--- src/rtl/dmem_arbiter.sv ---
// Shares the single-port data memory between the core load/store path and a host/DMA port.
// Zero-latency round-robin grant, host burst lock bounded to MAX_LOCK grants, saturating core stall counter.
module dmem_arbiter #(
    parameter int AW       = 8,
    parameter int DW       = 8,
    parameter int MAX_LOCK = 16,
    parameter int CNT_W    = 16
) (
    input  logic             clk,
    input  logic             reset,
    input  logic             core_req,
    input  logic             core_we,
    input  logic [AW-1:0]    core_addr,
    input  logic [DW-1:0]    core_wdata,
    output logic             core_gnt,
    output logic [DW-1:0]    core_rdata,
    output logic             core_stall,
    input  logic             host_req,
    input  logic             host_we,
    input  logic             host_lock,
    input  logic [AW-1:0]    host_addr,
    input  logic [DW-1:0]    host_wdata,
    output logic             host_gnt,
    output logic [DW-1:0]    host_rdata,
    output logic             mem_wr_en,
    output logic [AW-1:0]    mem_addr,
    output logic [DW-1:0]    mem_dat_in,
    input  logic [DW-1:0]    mem_dat_out,
    output logic             lock_timeout,
    output logic [CNT_W-1:0] stall_cnt
);

    localparam int LCW = $clog2(MAX_LOCK + 1);

    typedef enum logic {IDLE, LOCKED} state_t;

    state_t             state_q, state_d;
    logic               last_q, last_d;
    logic [LCW-1:0]     lock_cnt_q, lock_cnt_d;
    logic               rearm_block_q, rearm_block_d;
    logic               lock_timeout_q, lock_timeout_d;
    logic [CNT_W-1:0]   stall_cnt_q, stall_cnt_d;

    // last_q == 1 means the host was served most recently, so the core wins a tie.
    always_comb begin
        core_gnt = 1'b0;
        host_gnt = 1'b0;
        if (!reset) begin
            if (state_q == LOCKED && host_req) begin
                host_gnt = 1'b1;
            end else if (core_req && host_req) begin
                if (last_q) core_gnt = 1'b1;
                else        host_gnt = 1'b1;
            end else begin
                core_gnt = core_req;
                host_gnt = host_req;
            end
        end
    end

    always_comb begin
        mem_wr_en  = 1'b0;
        mem_addr   = '0;
        mem_dat_in = '0;
        if (core_gnt) begin
            mem_wr_en  = core_we;
            mem_addr   = core_addr;
            mem_dat_in = core_wdata;
        end else if (host_gnt) begin
            mem_wr_en  = host_we;
            mem_addr   = host_addr;
            mem_dat_in = host_wdata;
        end
    end

    assign core_rdata   = core_gnt ? mem_dat_out : '0;
    assign host_rdata   = host_gnt ? mem_dat_out : '0;
    assign core_stall   = !reset && core_req && !core_gnt;
    assign lock_timeout = lock_timeout_q;
    assign stall_cnt    = stall_cnt_q;

    always_comb begin
        state_d        = state_q;
        last_d         = last_q;
        lock_cnt_d     = lock_cnt_q;
        rearm_block_d  = rearm_block_q;
        lock_timeout_d = lock_timeout_q;
        stall_cnt_d    = stall_cnt_q;

        if (core_gnt)      last_d = 1'b0;
        else if (host_gnt) last_d = 1'b1;

        if (core_stall && stall_cnt_q != {CNT_W{1'b1}})
            stall_cnt_d = stall_cnt_q + CNT_W'(1);

        if (!host_lock) rearm_block_d = 1'b0;

        case (state_q)
            IDLE: begin
                if (host_gnt && host_lock && !rearm_block_q) begin
                    state_d    = LOCKED;
                    lock_cnt_d = LCW'(1);
                end
            end
            LOCKED: begin
                if (!host_req || !host_lock) begin
                    state_d    = IDLE;
                    lock_cnt_d = '0;
                end else if (lock_cnt_q == LCW'(MAX_LOCK - 1)) begin
                    // This grant is the MAX_LOCK-th of the burst: force release and block re-lock.
                    state_d        = IDLE;
                    lock_cnt_d     = '0;
                    lock_timeout_d = 1'b1;
                    rearm_block_d  = 1'b1;
                end else begin
                    lock_cnt_d = lock_cnt_q + LCW'(1);
                end
            end
            default: begin
                state_d    = IDLE;
                lock_cnt_d = '0;
            end
        endcase
    end

    always_ff @(posedge clk) begin
        if (reset) begin
            state_q        <= IDLE;
            last_q         <= 1'b1;
            lock_cnt_q     <= '0;
            rearm_block_q  <= 1'b0;
            lock_timeout_q <= 1'b0;
            stall_cnt_q    <= '0;
        end else begin
            state_q        <= state_d;
            last_q         <= last_d;
            lock_cnt_q     <= lock_cnt_d;
            rearm_block_q  <= rearm_block_d;
            lock_timeout_q <= lock_timeout_d;
            stall_cnt_q    <= stall_cnt_d;
        end
    end

endmodule

--- config.mk ---
export PLATFORM = sky130hd
export DESIGN_NAME = dmem_arbiter
export DESIGN_NICKNAME = d
export VERILOG_FILES = /design/src/rtl/dmem_arbiter.sv
export SDC_FILE = /design/constraint.sdc
export NUM_CORES = 1
export LEC_CHECK = 0
export ABC_AREA = 0
export BUFFER_PORTS_ARGS = -buffer_cell sky130_fd_sc_hd__buf_4
export CAP_MARGIN = 10
export CORE_MARGIN = 5
export CORE_UTILIZATION = 32
export DETAILED_ROUTE_END_ITERATION = 6
export PLACE_DENSITY = 0.61
export SLEW_MARGIN = 20
export SYNTH_ARGS = -nofsm -noshare
export SYNTH_HDL_FRONTEND = slang
export SYNTH_SLANG_ARGS = --single-unit
--- constraint.sdc ---
create_clock -name clk -period 2.7 [get_ports clk]
set_clock_uncertainty 0.1 [all_clocks]
set_input_delay 0.81 -clock clk [delete_from_list [all_inputs] [get_ports clk]]
set_output_delay 0.81 -clock clk [all_outputs]
set_load 0.01 [all_outputs]
==> flow_summary_export.csv, run 1 <==
group,metric,value,unit
status,status,"completed",
worst_setup_path,worstSetupPathType,"in -> out",
sta,finalSetupViolCount,0,
placed_design,gp_congestion,0.780,
route,num_vias,1684,
grt,grt_pass1_vias,1566,
worst_setup_path,cp.depth,6,
route,drt-pass1-iter-count,4,
yosys,synth_xor_area_share,6.08,%
worst_setup_path,r2r_slack,0.85,ns
worst_setup_path,end_kind,"primary output",
floorplanning,start_util,33.3,%
yosys,ys_top_cells_by_area,"dfxtp_1 32%, a22o_1 9.4%, and2_1 7.5%",
sta,hold_viol,0,
sta,fmax,376,MHz
grt,grt-ovfl-total,0,
grt,grt_max_degree,27,
placed_design,dp_hpwl,3790,µm
sta,period_minus_slack,2.66,ns
yosys,ys.flop_type,"dfxtp_1",
yosys,synth.mux.area_fraction,3.16,%
yosys,netlist_top_cells_count,"25 x dfxtp_1, 20 x nor2_1, 19 x and2_1",
power_and_ir_drop,p_leak,1.17,nW
yosys,seq_area_frac_synth,31.6,%
final_layout,fill_cells,494,
grt,grt_antenna_before_repair,0,
yosys,synth_warnings,0,
grt,grt.total_usage,14.2,%
sta,finalCritPeriodShare,98.4,%
worst_setup_path,path_cells,"buf_6, a311oi_4, buf_4, clkbuf_16, a22o_1, buf_4",
final_layout,final_cell_area,2560,µm²
sta,slew_headroom,75.9,%
floorplanning,die_x,80.4,µm
yosys,synthesis.nets,227,
worst_setup_path,crit_path_top_delay_cell,"a311oi_4",
clock_network,cts_tree,"done",
power_and_ir_drop,p_per_area,309,nW/µm²
floorplanning,fp.dieH,80.4,µm
sta,drv_slew,0,
yosys,synth_area_leader_cell,"dfxtp_1",
clock_network,clockRootBuffer,"clkbuf_8",
yosys,yosysMostFrequentCell,"dfxtp_1",
clock_network,clock_sinks,25,
yosys,ys_seq_elements,25,
sta,hold_slack,0.385,ns
final_layout,area.growth.synth_to_final,61.5,%
floorplanning,core_area,4750,µm²
worst_setup_path,endpoint,"mem_addr[5]",
hold_path,min_path_type,"reg -> reg",
yosys,synth_top_family_by_area,"simple AND/OR/NAND/NOR gates",
grt,grt_pass1_wl,7490,µm
route,wl_per_cell,14.0,µm
yosys,synth-compound-area-share,20.0,%
flow_run,max_cap_viol_count,0,
worst_setup_path,critical_path.reg2reg.startpoint,"state_q",
grt,met2_usage,25.3,%
floorplanning,die_area,6460,µm²
yosys,synthSimpleGateAreaFrac,32.9,%
worst_setup_path,crit_path_frequent_cell,"buf_4",
placed_design,placed_area,2420,µm²
grt,use_met3,3.03,%
worst_setup_path,max_stage_delay,0.28,ns
power_and_ir_drop,ir_drop,195,µV
clock_network,clkTransAtPathRegs,0.09,ns
clock_network,clk_latency,0.26,ns
worst_setup_path,cp.buffers_inverters,4,
yosys,netlist_instances,178,
sta,tightest_slew,0.362,ns
yosys,synth-edff-count,0,
route,drt_iter0_drc,41,
yosys,async_flop_share,0,%
yosys,syn_avg_cell_area,8.90,µm²
worst_setup_path,worstPathArrival,1.75,ns
floorplanning,io_pins,100,
worst_setup_path,cp-start-kind,"input port",
route,wirelength,4920,µm
floorplanning,rows,25,
clock_network,numCtsBuffers,3,
final_layout,antenna_cells,0,
clock_network,cts_buffer_depth,2,
worst_setup_path,crit_start,"reset",
worst_setup_path,reg2reg_depth,8,
route,drc_errors,0,
yosys,synth.distinct_cells,42,
yosys,synth_area,1580,µm²
yosys,synth_top_area_share,31.6,%
route,ant_nets,0,
worst_setup_path,critical_path_required,1.79,ns
worst_setup_path,cp_top_family,"buffers and inverters",
route,viasPerCell,4.80,
clock_network,hold_buffers,0,
power_and_ir_drop,power,790,µW
worst_setup_path,rr_endpoint,"lock_cnt_q[3]",
placed_design,io_buffers,99,
clock_network,htree_num_levels,1,
grt,use_met1,17.1,%
sta,final.setup.tns,0,ns
final_layout,finalCoreUtilization,53.8,%
yosys,synthAdderAreaFrac,1.58,%
worst_setup_path,path_max_fanout,7,
final_layout,nets,334,
final_layout,final_layout_size_suffix_gt1_share,46.1,%
grt,busiest_layer,"met2",
-- through the flow --
| stage | std cells | worst slack, ns |
|---|---|---|
| 2_1_floorplan | 178 | 0.0158 |
| 3_3_place_gp | 342 | 0.0205 |
| 3_5_place_dp | 342 | 0.0164 |
| 4_1_cts | 346 | 0.0112 |
| 5_1_grt | 351 | -0.0204 |
| 6_report | 351 | 0.0426 |
-- metal layers --
layer / wire length (µm) / vias to the layer above / part of all wire (%)
li1: - / 852 / -
met1: 2050 / 758 / 42
met5: 0 / - / 0
met2: 2400 / 68 / 49
met3: 384 / 6 / 7.8
met4: 77 / 0 / 1.6
-- where the power goes --
part / switching (mW) / internal (mW)
clock: 0.116 / 0.103
sequential: 0.00271 / 0.371
combinational: 0.0773 / 0.120
-- cell type report --
cell class,count,area (µm²),area share [%]
Clock buffer,3,41.3,1.61
Tap cell,67,83.8,3.28
Sequential cell,25,500,19.6
Inverter,4,15.0,0.587
Multi-Input combinational cell,140,1030,40.1
Timing Repair Buffer,111,886,34.6
Clock inverter,1,5.00,0.196
-- worst min-delay path: cells and delay by family, from the launching register on --
kind          cells  cell delay [ns]
flops             1             0.34
simple gates      2             0.12
-- layout by cell type (no fill, tap or decap), drive strengths merged, types with 2 or more instances in the layout --
master / count
clkbuf: 4
nand2: 6
and2: 19
and3: 3
inv: 4
nand3: 11
a31oi: 2
nor3: 6
xnor2: 11
mux2i: 5
ha: 2
nor2: 20
a211oi: 3
nand4: 4
dfxtp: 25
nand2b: 3
buf: 110
nor2b: 2
a22o: 17
o21ai: 4
nor4: 5
a21oi: 6
-- cells by family after synthesis --
logic type,after synthesis
and+or+nand+nor,83
adders and majority gates,2
DFF,25
buffers and inverters,13
muxes,5
xor gates and xnor gates,11
AOI/OAI and AO/OA,39
-- registers in the layout, indices dropped and copies added (netlist names) --
name	count
stall_cnt	16
lock_cnt_q	5
last_q	1
lock_timeout	1
rearm_block_q	1
state_q	1
-- how the worst min path moves through the flow --
| stage | start | endpoint | slack [ns] | cells after the start |
|---|---|---|---|---|
| 2_1_floorplan | rearm_block_q | rearm_block_q | 0.36 | 2 |
| 3_3_place_gp | lock_timeout | lock_timeout | 0.36 | 2 |
| 3_5_place_dp | lock_timeout | lock_timeout | 0.37 | 2 |
| 4_1_cts | lock_timeout | lock_timeout | 0.39 | 2 |
| 5_1_grt | lock_timeout | lock_timeout | 0.41 | 2 |
| 6_report | lock_timeout | lock_timeout | 0.39 | 2 |
-- repair_timing --
action,CTS,global route
hold endpoints to repair,0,0
setup buffers,0,3
setup endpoints to repair,0,31
gates resized for setup,0,7
(Power assumes the default switching activity.)
==> inputs of run 2 (changes only) <==
--- a/config.mk
+++ b/config.mk
@@ -7,11 +7,12 @@
 export LEC_CHECK = 0
 export ABC_AREA = 0
 export BUFFER_PORTS_ARGS = -buffer_cell sky130_fd_sc_hd__buf_4
-export CAP_MARGIN = 10
+export CAP_MARGIN = 40
 export CORE_MARGIN = 5
 export CORE_UTILIZATION = 32
 export DETAILED_ROUTE_END_ITERATION = 6
 export PLACE_DENSITY = 0.61
+export RECOVER_POWER = 25
 export SLEW_MARGIN = 20
 export SYNTH_ARGS = -nofsm -noshare
 export SYNTH_HDL_FRONTEND = slang
==> constraint.sdc (replaced) <==
create_clock -name clk -period 3 [get_ports clk]
set_clock_uncertainty 0.1 [all_clocks]
set_input_delay 0.9 -clock clk [delete_from_list [all_inputs] [get_ports clk]]
set_output_delay 0.9 -clock clk [all_outputs]
set_load 0.01 [all_outputs]
==> flow_summary_export.csv, run 2 (same netlist as run 1, synthesis figures left out) <==
group,metric,value,unit
status,status,"completed",
route,drc_errors,0,
final_layout,area.growth.synth_to_final,51.3,%
route,wl_per_cell,13.4,µm
worst_setup_path,worstSetupPathType,"in -> out",
sta,hold_viol,0,
flow_run,max_cap_viol_count,0,
final_layout,largest_reg_flops,16,
sta,period_minus_slack,2.85,ns
floorplanning,die_x,80.4,µm
clock_network,cts_resized,0,
floorplanning,fp.dieH,80.4,µm
clock_network,cts_tree,"done",
power_and_ir_drop,p_clk_share,28.6,%
floorplanning,die_area,6460,µm²
sta,finalCritPeriodShare,94.9,%
route,viasPerCell,4.80,
power_and_ir_drop,ir_drop,169,µV
sta,tightest_slew,0.679,ns
route,wirelength,4640,µm
final_layout,multiInputGateArea,992,µm²
clock_network,clk_latency,0.27,ns
sta,finalSetupViolCount,0,
final_layout,nets,329,
sta,fmax,351,MHz
worst_setup_path,worstPathArrival,1.85,ns
grt,grt_max_degree,27,
final_layout,final_layout_size_suffix_gt1_share,39.8,%
final_layout,final_cell_mix,"92 x buf_4, 25 x dfxtp_1, 20 x nor2_1, 19 x and2_1, 17 x a22o_1",
placed_design,io_buffers,99,
sta,rsz0062_at_grt,"false",
clock_network,cts_setup_buffers,0,
floorplanning,io_pins,100,
hold_path,min_path_type,"reg -> reg",
power_and_ir_drop,switchingPower,171,µW
worst_setup_path,cp-start-kind,"input port",
final_layout,final_common_cell,"buf_4",
power_and_ir_drop,power_frac_seq,48.4,%
sta,slew_headroom,54.7,%
placed_design,dp_hpwl,3770,µm
clock_network,clockRootBuffer,"clkbuf_8",
route,drt_iter0_drc,43,
grt,grt.total_usage,14.0,%
clock_network,clkTransAtPathRegs,0.09,ns
grt,grt_pass1_wl,7360,µm
floorplanning,rows,25,
worst_setup_path,path_max_fanout,26,
route,num_vias,1661,
power_and_ir_drop,p_leak,1.07,nW
sta,drv_slew,0,
power_and_ir_drop,power,694,µW
placed_design,place_ws,0.142,ns
floorplanning,core_area,4750,µm²
placed_design,gp_congestion,0.780,
final_layout,seq_area,500,µm²
route,ant_nets,0,
worst_setup_path,end_kind,"primary output",
power_and_ir_drop,p_per_area,289,nW/µm²
sta,final.setup.tns,0,ns
clock_network,htree_num_levels,1,
clock_network,clock_sinks,25,
sta,setup_slack,0.153,ns
power_and_ir_drop,comb_power_share,23.0,%
grt,grt-ovfl-total,0,
worst_setup_path,critical_path_required,2.00,ns
floorplanning,start_util,33.3,%
grt,grt_antenna_before_repair,0,
clock_network,cts_buffer_depth,2,
power_and_ir_drop,p_sw_share,24.6,%
power_and_ir_drop,intPower,523,µW
route,drt-pass1-iter-count,4,
final_layout,fill_cells,501,
clock_network,hold_buffers,0,
clock_network,numCtsBuffers,3,
grt,grt_pass1_vias,1568,
final_layout,antenna_cells,0,
[run 2: cell types whose count changed in the layout (fill, tap and decap cells not counted), sizes merged]
cell    before  now
clkbuf       4   16
buf        110   93
[run 2: area by class of cell]
class	count	share of cell area (%)
clock buffers	3	1.72
inverters	4	0.626
clock inverters	1	0.209
multi-input cells	140	41.4
repair buffers	106	31.7
flip-flops and latches	25	20.9
well taps	67	3.50
[run 2: power by group through the flow]
| stage | combinational, mW | sequential, mW | clock [mW] |
|---|---|---|---|
| finish | 0.160 | 0.336 | 0.198 |
| global route | 0.173 | 0.336 | 0.220 |
| detailed placement | 0.165 | 0.344 | 0 |
| CTS | 0.165 | 0.336 | 0.204 |
| global placement | 0.163 | 0.344 | 0 |
| floorplan | 0.0658 | 0.343 | 0 |
[run 2: metal layers]
layer  wire length, µm  track usage [%]  vias up
met3               406             3.25        6
li1                  -                -      842
met4                67             4.56        0
met2              2290             25.7       60
met5                 0                0        -
met1              1880             15.8      753
[run 2: path summary, 6_finish.rpt]
| kind | from | end | slack, ns | depth (start not counted) |
|---|---|---|---|---|
| max | host_req | mem_addr[4] | 0.15 | 6 |
| min | lock_timeout | lock_timeout | 0.38 | 2 |
| max reg2reg | last_q | stall_cnt[6] | 0.89 | 6 |
| min reg2reg | lock_timeout | lock_timeout | 0.38 | 2 |
[run 2: critical path: stages]
cell and delay, ns:
buf_4 0.08, inv_1 0.04, a311oi_2 0.35, buf_12 0.21, a22o_1 0.14, buf_4 0.12
[run 2: through the flow]
step	cell area (µm²)	hold WS (ns)	utilization (%)	cells
finish	2400	0.379	50.4	346
global route	2400	0.408	50.4	346
CTS	2460	0.391	51.8	346
detailed placement	2420	0.370	50.8	342
global placement	2420	0.356	50.8	342
floorplan	1580	0.361	-	178
==> inputs of run 3 (changes only) <==
--- a/config.mk
+++ b/config.mk
@@ -7,11 +7,11 @@
 export LEC_CHECK = 0
 export ABC_AREA = 0
 export BUFFER_PORTS_ARGS = -buffer_cell sky130_fd_sc_hd__buf_4
-export CAP_MARGIN = 40
+export CAP_MARGIN = 30
 export CORE_MARGIN = 5
-export CORE_UTILIZATION = 32
+export CORE_UTILIZATION = 43
 export DETAILED_ROUTE_END_ITERATION = 6
-export PLACE_DENSITY = 0.61
+export PLACE_DENSITY = 0.79
 export RECOVER_POWER = 25
 export SLEW_MARGIN = 20
 export SYNTH_ARGS = -nofsm -noshare
==> flow_summary_export.csv, run 3 (same netlist as run 1, synthesis figures left out) <==
group,metric,value,unit
clock_network,hold_buffers,0,
floorplanning,fp.dieH,70.7,µm
final_layout,antenna_cells,0,
placed_design,io_buffers,99,
worst_setup_path,max_stage_delay,0.36,ns
final_layout,nets,327,
grt,grt_antenna_before_repair,0,
sta,final.setup.tns,0,ns
worst_setup_path,cp.buffers_inverters,4,
clock_network,clk_latency,0.26,ns
floorplanning,core_area,3610,µm²
worst_setup_path,critical_path_required,2.00,ns
route,wl_per_cell,14.4,µm
floorplanning,die_area,5000,µm²
clock_network,cts_resized,0,
grt,grt_max_degree,28,
clock_network,clock_sinks,25,
sta,rsz0062_at_grt,"false",
floorplanning,rows,22,
power_and_ir_drop,p_leak,1.05,nW
floorplanning,start_util,43.9,%
floorplanning,io_pins,100,
clock_network,numCtsBuffers,3,
sta,drv_slew,0,
worst_setup_path,cp_top_family,"buffers and inverters",
worst_setup_path,reg2reg_depth,6,
sta,period_minus_slack,2.92,ns
power_and_ir_drop,ir_drop,262,µV
sta,hold_viol,0,
final_layout,largest_reg_flops,16,
placed_design,dp_hpwl,3720,µm
worst_setup_path,path_max_fanout,26,
flow_run,max_cap_viol_count,0,
hold_path,hp-start,"lock_timeout",
route,ant_nets,0,
clock_network,cts_buffer_depth,2,
clock_network,clkTransAtPathRegs,0.08,ns
final_layout,fill_cells,338,
worst_setup_path,path_cells,"buf_4, inv_1, a311oi_2, buf_12, a22o_1, buf_4",
hold_path,holdPathEnd,"lock_timeout",
sta,slew_headroom,50.9,%
status,status,"completed",
grt,grt_pass1_vias,1580,
final_layout,final_common_cell,"buf_4",
clock_network,htree_num_levels,1,
clock_network,clockRootBuffer,"clkbuf_8",
clock_network,cts_tree,"done",
placed_design,gp_congestion,0.833,
route,drc_errors,0,
worst_setup_path,end_kind,"primary output",
floorplanning,die_x,70.7,µm
worst_setup_path,worstPathArrival,1.92,ns
final_layout,final_layout_size_suffix_gt1_share,39.0,%
grt,grt-ovfl-total,0,
worst_setup_path,rr_endpoint,"stall_cnt[15]",
sta,tightest_slew,0.736,ns
worst_setup_path,worstSetupPathType,"in -> out",
worst_setup_path,crit_path_frequent_cell,"buf_4",
hold_path,whs_path_depth,2,
route,num_vias,1704,
grt,grt.total_usage,17.9,%
worst_setup_path,crit_path_top_delay_cell,"a311oi_2",
route,drt_iter0_drc,94,
final_layout,final_cell_mix,"87 x buf_4, 25 x dfxtp_1, 20 x nor2_1, 19 x and2_1, 17 x a22o_1",
route,drt-pass1-iter-count,4,
hold_path,min_path_type,"reg -> reg",
power_and_ir_drop,power,696,µW
final_layout,area.growth.synth_to_final,50.2,%
sta,finalSetupViolCount,0,
sta,fmax,342,MHz
route,wirelength,4680,µm
worst_setup_path,r2r_slack,0.98,ns
grt,grt_pass1_wl,7560,µm
power_and_ir_drop,p_per_area,292,nW/µm²
worst_setup_path,critical_path.reg2reg.startpoint,"last_q",
clock_network,cts_setup_buffers,0,
sta,finalCritPeriodShare,97.4,%
worst_setup_path,cp-start-kind,"input port",
route,viasPerCell,5.24,
==> run 3: power by group <==
part | internal, mW | switching, mW | total, mW
combinational | 0.0972 | 0.0657 | 0.163
clock | 0.0948 | 0.102 | 0.197
sequential | 0.334 | 0.00220 | 0.336
total | 0.526 | 0.170 | 0.696
==> run 3: worst reg2reg max path, cell delays in order, from the launching register on <==
cell and delay, ns:
dfxtp_1 0.37, or2b_2 0.35, nand3_4 0.09, clkbuf_1 0.57, nor4_2 0.16, nand3_1 0.14
mux2i_1 0.18
==> run 3: worst max-delay path by stage <==
| stage | from | to | cells past startpoint |
|---|---|---|---|
| floorplan | reset | core_rdata[0] | 5 |
| global placement | host_req | mem_dat_in[1] | 6 |
| detailed placement | host_req | mem_dat_in[1] | 6 |
| CTS | host_req | mem_dat_in[1] | 6 |
| global route | host_req | mem_addr[4] | 6 |
| finish | host_req | mem_dat_in[1] | 6 |
==> run 3: through the flow <==
stage	worst slack, ns	std cells	area [µm²]	hold WS, ns	utilization [%]
after global placement	0.116	321	2390	0.358	66.3
after CTS	0.0649	325	2430	0.389	67.5
final	0.0769	325	2380	0.383	66.0
after floorplan	0.136	178	1580	0.361	-
after global routing	0.0185	325	2380	0.415	66.0
after detailed placement	0.0712	321	2390	0.365	66.3
==> run 3: cell type report <==
| cell class | instances | area [µm²] | area share (%) |
|---|---|---|---|
| multi-input cells | 140 | 1010 | 42.4 |
| repair buffers | 104 | 749 | 31.5 |
| flip-flops and latches | 25 | 500 | 21.0 |
| well taps | 48 | 60.1 | 2.52 |
| clock buffers | 4 | 45.0 | 1.89 |
| inverters | 4 | 15.0 | 0.631 |
==> run 3: metal layers <==
layer  up-vias  track usage (%)  wire length [µm]
li1        842                -                 -
met1       776             23.5              2050
met2        80             29.9              2150
met3         6             3.27               391
met4         0             5.43                84
met5         -                0                 0
